## src/rtl/posit_lzc_pkg.sv

```systemverilog
// posit_lzc_pkg
// Shared definitions for the posit leading-run counter.
//   LZC_MODE_*  : encodings of the in_mode port (2'b11 is decoded as LZ)
//   lzc_cw()    : width of a count able to hold 0..width
package posit_lzc_pkg;

    localparam logic [1:0] LZC_MODE_LZ  = 2'b00;
    localparam logic [1:0] LZC_MODE_LO  = 2'b01;
    localparam logic [1:0] LZC_MODE_RUN = 2'b10;

    function automatic int lzc_cw(input int width);
        return $clog2(width) + 1;
    endfunction

endpackage

```

## src/rtl/lzc_nibble.sv

```systemverilog
// lzc_nibble
// Combinational leading-zero count of one 4-bit group.
//   nib_i      : group, MSB first
//   all_zero_o : group is entirely zero
//   cnt2_o     : leading zeros 0..3 (don't care when all_zero_o is set)
module lzc_nibble (
    input  logic [3:0] nib_i,
    output logic       all_zero_o,
    output logic [1:0] cnt2_o
);

    always_comb begin
        all_zero_o = (nib_i == 4'b0000);
        casez (nib_i)
            4'b1???: cnt2_o = 2'd0;
            4'b01??: cnt2_o = 2'd1;
            4'b001?: cnt2_o = 2'd2;
            default: cnt2_o = 2'd3;
        endcase
    end

endmodule

```

## src/rtl/posit_lzc_pipe.sv

```systemverilog
// posit_lzc_pipe
// Two-stage pipelined leading-run counter for the posit decode path.
// Counts leading zeros (LZ), leading ones (LO) or the run of bits equal to
// the MSB (RUN, the posit regime). Mode 2'b11 is decoded as LZ.
//
// Ports
//   clk, rst            : clock, synchronous active-high reset
//   in_valid/in_ready   : input handshake (accept = in_valid & in_ready)
//   in_data, in_mode    : word to scan (MSB first) and scan mode
//   in_tag              : sideband, returned unchanged with the result
//   out_valid/out_ready : output handshake (result = out_valid & out_ready)
//   out_count           : run length 0..WIDTH
//   out_full            : the whole word is the run (out_count == WIDTH)
//   out_tag             : tag of this result
//   out_norm            : in_data << out_count, only with POSIT_LZC_NORM_EN
//
// Handshake: a stage advances when it is empty or the stage after it
// advances; in_ready depends only on out_ready and the valid flops. While
// out_valid is high and out_ready low, every output is held.
//
// Configuration macro: POSIT_LZC_NORM_EN adds the out_norm shifter.
module posit_lzc_pipe
    import posit_lzc_pkg::*;
#(
    parameter int WIDTH = 16,
    parameter int TAG_W = 4
) (
    input  logic                   clk,
    input  logic                   rst,
    input  logic                   in_valid,
    output logic                   in_ready,
    input  logic [WIDTH-1:0]       in_data,
    input  logic [1:0]             in_mode,
    input  logic [TAG_W-1:0]       in_tag,
    output logic                   out_valid,
    input  logic                   out_ready,
    output logic [$clog2(WIDTH):0] out_count,
    output logic                   out_full,
    output logic [TAG_W-1:0]       out_tag
`ifdef POSIT_LZC_NORM_EN
    ,
    output logic [WIDTH-1:0]       out_norm
`endif
);

    localparam int CW = lzc_cw(WIDTH);
    localparam int NG = WIDTH / 4;

    // Conditioning turns every mode into a leading-zero count.
    logic [WIDTH-1:0] cond_w;
    always_comb begin
        case (in_mode)
            LZC_MODE_LO:  cond_w = ~in_data;
            LZC_MODE_RUN: cond_w = in_data ^ {WIDTH{in_data[WIDTH-1]}};
            default:      cond_w = in_data;
        endcase
    end

    // Group 0 is the most significant nibble.
    logic [NG-1:0]      az_w;
    logic [NG-1:0][1:0] cnt2_w;
    for (genvar g = 0; g < NG; g++) begin : g_nib
        lzc_nibble u_nib (
            .nib_i      (cond_w[WIDTH-1-4*g -: 4]),
            .all_zero_o (az_w[g]),
            .cnt2_o     (cnt2_w[g])
        );
    end

    logic s1_valid_q;
    logic s2_valid_q;
    logic s1_adv;
    logic s2_adv;

    assign s2_adv    = !s2_valid_q || out_ready;
    assign s1_adv    = !s1_valid_q || s2_adv;
    assign in_ready  = s1_adv;
    assign out_valid = s2_valid_q;

    // Stage 1: per-group summaries and tag.
    logic [NG-1:0]      s1_az_q;
    logic [NG-1:0][1:0] s1_cnt2_q;
    logic [TAG_W-1:0]   s1_tag_q;
`ifdef POSIT_LZC_NORM_EN
    // The original word is kept (not the conditioned one): shifting it left
    // by the run length drops the run and leaves the terminator in the MSB.
    logic [WIDTH-1:0]   s1_data_q;
`endif

    always_ff @(posedge clk) begin
        if (rst) begin
            s1_valid_q <= 1'b0;
            s1_az_q    <= '0;
            s1_cnt2_q  <= '0;
            s1_tag_q   <= '0;
`ifdef POSIT_LZC_NORM_EN
            s1_data_q  <= '0;
`endif
        end else if (s1_adv) begin
            s1_valid_q <= in_valid;
            if (in_valid) begin
                s1_az_q   <= az_w;
                s1_cnt2_q <= cnt2_w;
                s1_tag_q  <= in_tag;
`ifdef POSIT_LZC_NORM_EN
                s1_data_q <= in_data;
`endif
            end
        end
    end

    // Stage 2 combinational: first non-zero group wins. Scanning from the
    // least significant group upward lets the last hit be the leading one.
    logic [CW-1:0] count_d;
    logic          full_d;
    always_comb begin
        count_d = CW'(WIDTH);
        full_d  = &s1_az_q;
        for (int g = NG - 1; g >= 0; g--) begin
            if (!s1_az_q[g]) begin
                count_d = CW'(g * 4 + int'(s1_cnt2_q[g]));
            end
        end
    end

`ifdef POSIT_LZC_NORM_EN
    logic [WIDTH-1:0] norm_d;
    logic [WIDTH-1:0] out_norm_q;
    // A full run shifts by WIDTH, which zero-fills the whole word.
    assign norm_d   = s1_data_q << count_d;
    assign out_norm = out_norm_q;
`endif

    logic [CW-1:0]    out_count_q;
    logic             out_full_q;
    logic [TAG_W-1:0] out_tag_q;

    always_ff @(posedge clk) begin
        if (rst) begin
            s2_valid_q  <= 1'b0;
            out_count_q <= '0;
            out_full_q  <= 1'b0;
            out_tag_q   <= '0;
`ifdef POSIT_LZC_NORM_EN
            out_norm_q  <= '0;
`endif
        end else if (s2_adv) begin
            s2_valid_q <= s1_valid_q;
            if (s1_valid_q) begin
                out_count_q <= count_d;
                out_full_q  <= full_d;
                out_tag_q   <= s1_tag_q;
`ifdef POSIT_LZC_NORM_EN
                out_norm_q  <= norm_d;
`endif
            end
        end
    end

    assign out_count = out_count_q;
    assign out_full  = out_full_q;
    assign out_tag   = out_tag_q;

endmodule

```

## config.mk

```make
export PLATFORM = sky130hd
export DESIGN_NAME = posit_lzc_pipe
export DESIGN_NICKNAME = d
export VERILOG_FILES = /design/src/rtl/posit_lzc_pkg.sv /design/src/rtl/lzc_nibble.sv /design/src/rtl/posit_lzc_pipe.sv
export SDC_FILE = /design/constraint.sdc
export NUM_CORES = 1
export LEC_CHECK = 0
export CORE_ASPECT_RATIO = 0.6
export CORE_UTILIZATION = 30
export DETAILED_ROUTE_END_ITERATION = 8
export MAX_ROUTING_LAYER = met4
export PLACE_DENSITY = 0.61
export SYNTH_ARGS = -nofsm -noshare
export SYNTH_HDL_FRONTEND = slang
export SYNTH_HIERARCHICAL = 1
export SYNTH_SLANG_ARGS = --single-unit
```

## constraint.sdc

```tcl
create_clock -name clk -period 4.5 [get_ports clk]
set_clock_uncertainty 0.1 [all_clocks]
set_input_delay 0.9 -clock clk [delete_from_list [all_inputs] [get_ports clk]]
set_output_delay 0.9 -clock clk [all_outputs]
set_load 0.02 [all_outputs]
```

# ---- Yosys cells after proc, flatten, opt, wreduce, memory -nomap -nowiden
# Cells that the tools add are included.
dict set report totals {
  regBits 28
  inputBits 26
  output_inout_bits 12
  word_cells 46
}
dict set report op_classes {
  addsub 3
  n_eq_ne 10
  mux 9
  bitwise_logic 2
  reduce_logical 11
}
# op count
set ops {}
lappend ops {{one-hot mux 16 bit (2 select lines)} 1}
lappend ops {{one-hot mux 2 bit (3 select lines)} 4}
lappend ops {{two-way mux 5 bit} 4}
lappend ops {{zero test 4 bit} 4}
lappend ops {{inverter 16 bit} 1}
lappend ops {{bitwise XOR 16 bit} 1}
lappend ops {{equality test 3 x 1 -> 1 bit (second input constant)} 4}
lappend ops {{adder 4 x 2 -> 5 bit (first input constant)} 2}
lappend ops {{equality test 2 x 1 -> 1 bit (second input constant)} 5}
lappend ops {{adder 3 x 2 -> 4 bit (first input constant)} 1}
lappend ops {{AND reduction 2 bit} 2}
lappend ops {{AND reduction 4 bit} 1}
lappend ops {{equality test 2 bit (second input constant)} 1}
lappend ops {{zero test 1 bit} 2}
lappend ops {{logical OR 1 bit} 2}

# ---- Longest topological paths before layout
dict set report logic_depth {
  depth_word 5
  depth_mapped 11
}

# ---- Cells and area by module
# The synthesis kept the hierarchy.
# module instances cells_per_inst area_each_um2 seq_area_each_um2
set modules_own_cells {}
lappend modules_own_cells {posit_lzc_pipe 1 169 1402.6 560.5}
lappend modules_own_cells {lzc_nibble 4 4 25.0 0.0}

# ---- Worst setup path before layout
# No wires, ideal clock.
dict set report synth_timing {
  path_kind {input -> register}
  startpoint {in in_mode[0]}
  endpoint {reg s1_az_q[2]}
  setup_ps 70
  arrival_ps 2332
  setup_slack_ps 1998
  path_stages 8
  path_buffers 1
  cell_sequence {inv_1 > ha_1 > a21oi_1 > buf_2 > mux2i_1 > nor4_2 > nand3_1 > a21oi_1}
}
dict set report synth_between {
  elab_chain_len 3
  word_cells_on_any_way 4
  classes_between {eq/ne (2); mux (1); reduce/logical (1)}
}
# item line_no
set synth_rtl {}
lappend synth_rtl {{from (decl)} posit_lzc_pipe.sv:33} ;# input logic [1:0] in_mode,
lappend synth_rtl {{equality test 2 bit or equality test 2 x 1 -> 1 bit (tied branches)} posit_lzc_pipe.sv:52} ;# case (in_mode)
lappend synth_rtl {{one-hot mux 16 bit (2 select lines) (*)} posit_lzc_pipe.sv:52}
lappend synth_rtl {{net cond_w[7]} posit_lzc_pipe.sv:50} ;# logic [WIDTH-1:0] cond_w;
lappend synth_rtl {{zero test 4 bit (*)} lzc_nibble.sv:13} ;# all_zero_o = (nib_i == 4'b0000);
lappend synth_rtl {{net az_w[2]} posit_lzc_pipe.sv:60} ;# logic [NG-1:0] az_w;
lappend synth_rtl {{to (signal assigned)} posit_lzc_pipe.sv:102} ;# s1_az_q <= az_w;
lappend synth_rtl {{to (decl)} posit_lzc_pipe.sv:81} ;# logic [NG-1:0] s1_az_q;
# Mark *: on every way through the listed nets, which the timed path passes. The rest lies on a longest branch.
# A chain may end at the register's enable or synchronous reset.

# ---- Worst setup path after layout
dict set report layout_timing {
  startpoint {in out_ready}
  endpoint {out in_ready}
}
dict set report layout_between {
  elab_chain_len 2
}
# item line_no
set layout_rtl {}
lappend layout_rtl {{from (decl)} posit_lzc_pipe.sv:36} ;# input logic out_ready,
lappend layout_rtl {{logical OR 1 bit} posit_lzc_pipe.sv:75} ;# assign s2_adv = !s2_valid_q || out_ready;
lappend layout_rtl {{logical OR 1 bit} posit_lzc_pipe.sv:76} ;# assign s1_adv = !s1_valid_q || s2_adv;
lappend layout_rtl {{to (decl)} posit_lzc_pipe.sv:31} ;# output logic in_ready,
# No other way between the ends.

==> qor.yml <==
rsz0062_at_grt: "false"
commonest_cells_after_routing_fill_and_taps_aside: "clkdlybuf4s50_1 (37), a21oi_1 (34), dfxtp_1 (28), nand3_1 (20), o21ai_1 (16)"
critical_path_required_ps: 3500
timing.final.setup_violations: 0
finalNetCount: 240
syn2layout_area_growth_pct: 29.2
final_cycle_share: 0.864
internal-power_w: 0.000436
vdd_ir_drop_max_v: 0.000123
numClockSinks: 28
cp_slowest_cell: "and3b_1"
p_sw_frac: 0.251
grt.overflow.total: 0
synth_cells: 185
final_layout_size_suffix_gt1_frac: 0.0569
area_of_combinational_cells_with_multiple_inputs_um2: 810
crit_path_cell_trace: "clkdlybuf4s50_1, and3b_1, inv_4, clkdlybuf4s50_1"
initial_core_utilization: 0.321
floorplan.die.width_um: 93.4
tritoncts.num_buffers: 3
design.core.area_um2: 4680
clkSlewWorstSetupHoldPaths_ps: 90
postSynthAreaPerCell_um2: 8.12
finalHoldViolations: 0
hpwl_mm: 2.48
cp-startpoint: "out_ready"
number_of_synthesized_flops_with_an_enable_pin: 0
antenna_cells: 0
period_needed_ps: 3890
critical_path.most_common_cell: "clkdlybuf4s50_1"
number_of_drc_markers_after_the_initial_detailed_route_iteration: 42
globalplace.congestion: 0.695
outcome: "finished clean"
critPathLaunchType: "primary input"
worst_slew_margin_rel: 0.318
detail_route.wl_per_cell_um: 12.4
ys_types: 28
fin_total_pwr_w: 0.000582
first_global_vias: 1219
critical_path.max_fanout: 18
critPathTopFamily: "buffers and inverters"
seq_area_frac_synth: 0.373
floorplan.io_pins: 38
drtPass1Iterations: 4
die_height_um: 56.8
critical_path.max_stage_delay_ps: 710
totalNegativeSetupSlack_ps: 0
vias: 1364
tightestPinTransition_ps: 1020
critical_path.reg2reg.startpoint: "s1_valid_q"
layout.cells.most_common: "clkdlybuf4s50_1"
worst-endpoint-arrival_ps: 2890
postSynthNetCount: 213
finalCoreUtilization: 0.415
setup.worst_path.end_class: "primary output"
die_area_um2: 5310
min_path_type: "reg2reg"
cts_buffer_depth: 2
power_frac_comb: 0.195
clock-root-buffer: "clkbuf_8"
std_cell_rows: 19
tritoncts: "yes"
grt_antenna_before_repair: 0
seq_power_share: 0.466
timing.fmax_mhz: 257
final_antenna_net_count: 0
clock_tree.htree_level_count: 1
vias_per_cell: 4.98
route.detailed.drc: 0
placement.cell_area_um2: 1870
yosysWarnings: 6
cts.repair_timing.setup_buffer_count: 0
postSynth.asyncResetShare: 0
power_per_cell_area_nw_per_um2: 300
setup.worst_path.class: "in2out"
post-route-cell-area_um2: 1940
power.leakage_nw: 0.706
area.sequential_um2: 561
cts.repair.resized: 0
finalWirelength_mm: 3.39
postSynth.topFlopCell: "dfxtp_1"
fill_cells: 468
track_usage: 0.137
mappedNetlistArea_um2: 1500
hold_path.startpoint: "s1_tag_q[3]"
insertion_delay_of_the_later_clocked_pin_in_the_worst_skew_pair_ps: 270
finalMaxSlewViolations: 0
hold_buffers: 0
placement.io_buffers: 37
p_clk_frac: 0.339
switching_power_w: 0.000146
grt_pass1_wl_mm: 5.66
number_of_flip_flops_and_latches_in_the_synthesized_netlist: 28
critical_path.n_buffers_inverters: 3
max_cap_violations: 0
largest_net_degree_at_the_start_of_global_routing: 29
metal layers:
layer,GRT usage,up-vias,routed length [um],part of all wire
met4,0.0198,0,8,0.0024
met2,0.187,32,1340,0.40
met3,0.0325,2,144,0.042
met5,-,-,0,0
met1,0.205,622,1900,0.56
li1,-,708,-,-
metrics by stage:
stage	hold WS (ps)	setup WS [ps]	cells
5_1_grt	395	529	274
6_report	370	613	274
3_5_place_dp	365	631	270
4_1_cts	376	629	274
3_3_place_gp	361	652	270
2_1_floorplan	342	2000	185
cell usage after synthesis, types with 2 or more instances:
cell type	n	area share
nor2_1	6	0.015
ha_1	2	0.017
nor4_2	4	0.033
buf_4	2	0.010
o21ai_0	10	0.033
o21ai_1	16	0.053
nand3b_1	2	0.010
nand2b_1	5	0.021
a31o_1	2	0.012
mux2i_1	15	0.10
buf_6	2	0.015
nand3_1	20	0.067
dfxtp_1	28	0.37
nand2_1	5	0.012
a21oi_1	34	0.11
clkbuf_1	7	0.017
inv_1	9	0.022
buf_2	5	0.017
a311oi_1	2	0.012
sequential cells by signal (all words and copies together), names as in the netlist:
signal,cells
s1_tag_q,4
out_tag,4
s1_az_q,4
out_valid,1
s1_valid_q,1
out_full,1
out_count,5
s1_cnt2_q,8
final timing paths:
kind	end	slack, ps	depth (start not counted)
setup / recovery	in_ready	610	4
hold / removal	out_tag[3]	370	2
setup reg to reg	s1_tag_q[3]	2560	4
hold reg to reg	out_tag[3]	370	2
final cells by class:
type,instances,share of cell area
Multi-Input combinational cell,130,0.417
Tap cell,63,0.0406
Sequential cell,28,0.289
Inverter,11,0.0226
Clock inverter,1,0.0155
Clock buffer,3,0.0213
Timing Repair Buffer,38,0.195
cells by family after synthesis:
| family | after synthesis | synth area share |
|---|---|---|
| AOI/OAI and AO/OA | 65 | 0.229 |
| DFF | 28 | 0.373 |
| muxes | 15 | 0.0999 |
| adders and majority gates | 2 | 0.0167 |
| and+or+nand+nor | 48 | 0.193 |
| buffers and inverters | 27 | 0.0883 |
tightest hold or removal path, cell delays in order, from the launching register on:
cell	delay (ps)
dfxtp_1	320
nand3_1	60
a21oi_1	50
power by group through the flow:
stage / clock [W] / sequential, W / combinational, W
after floorplan: 0 / 0.000276 / 0.0000727
after global placement: 0 / 0.000276 / 0.000112
after global routing: 0.000214 / 0.000273 / 0.000126
after CTS: 0.000203 / 0.000271 / 0.000114
after detailed placement: 0 / 0.000276 / 0.000114
final: 0.000198 / 0.000271 / 0.000113
Power figures use the tool's default switching activity.
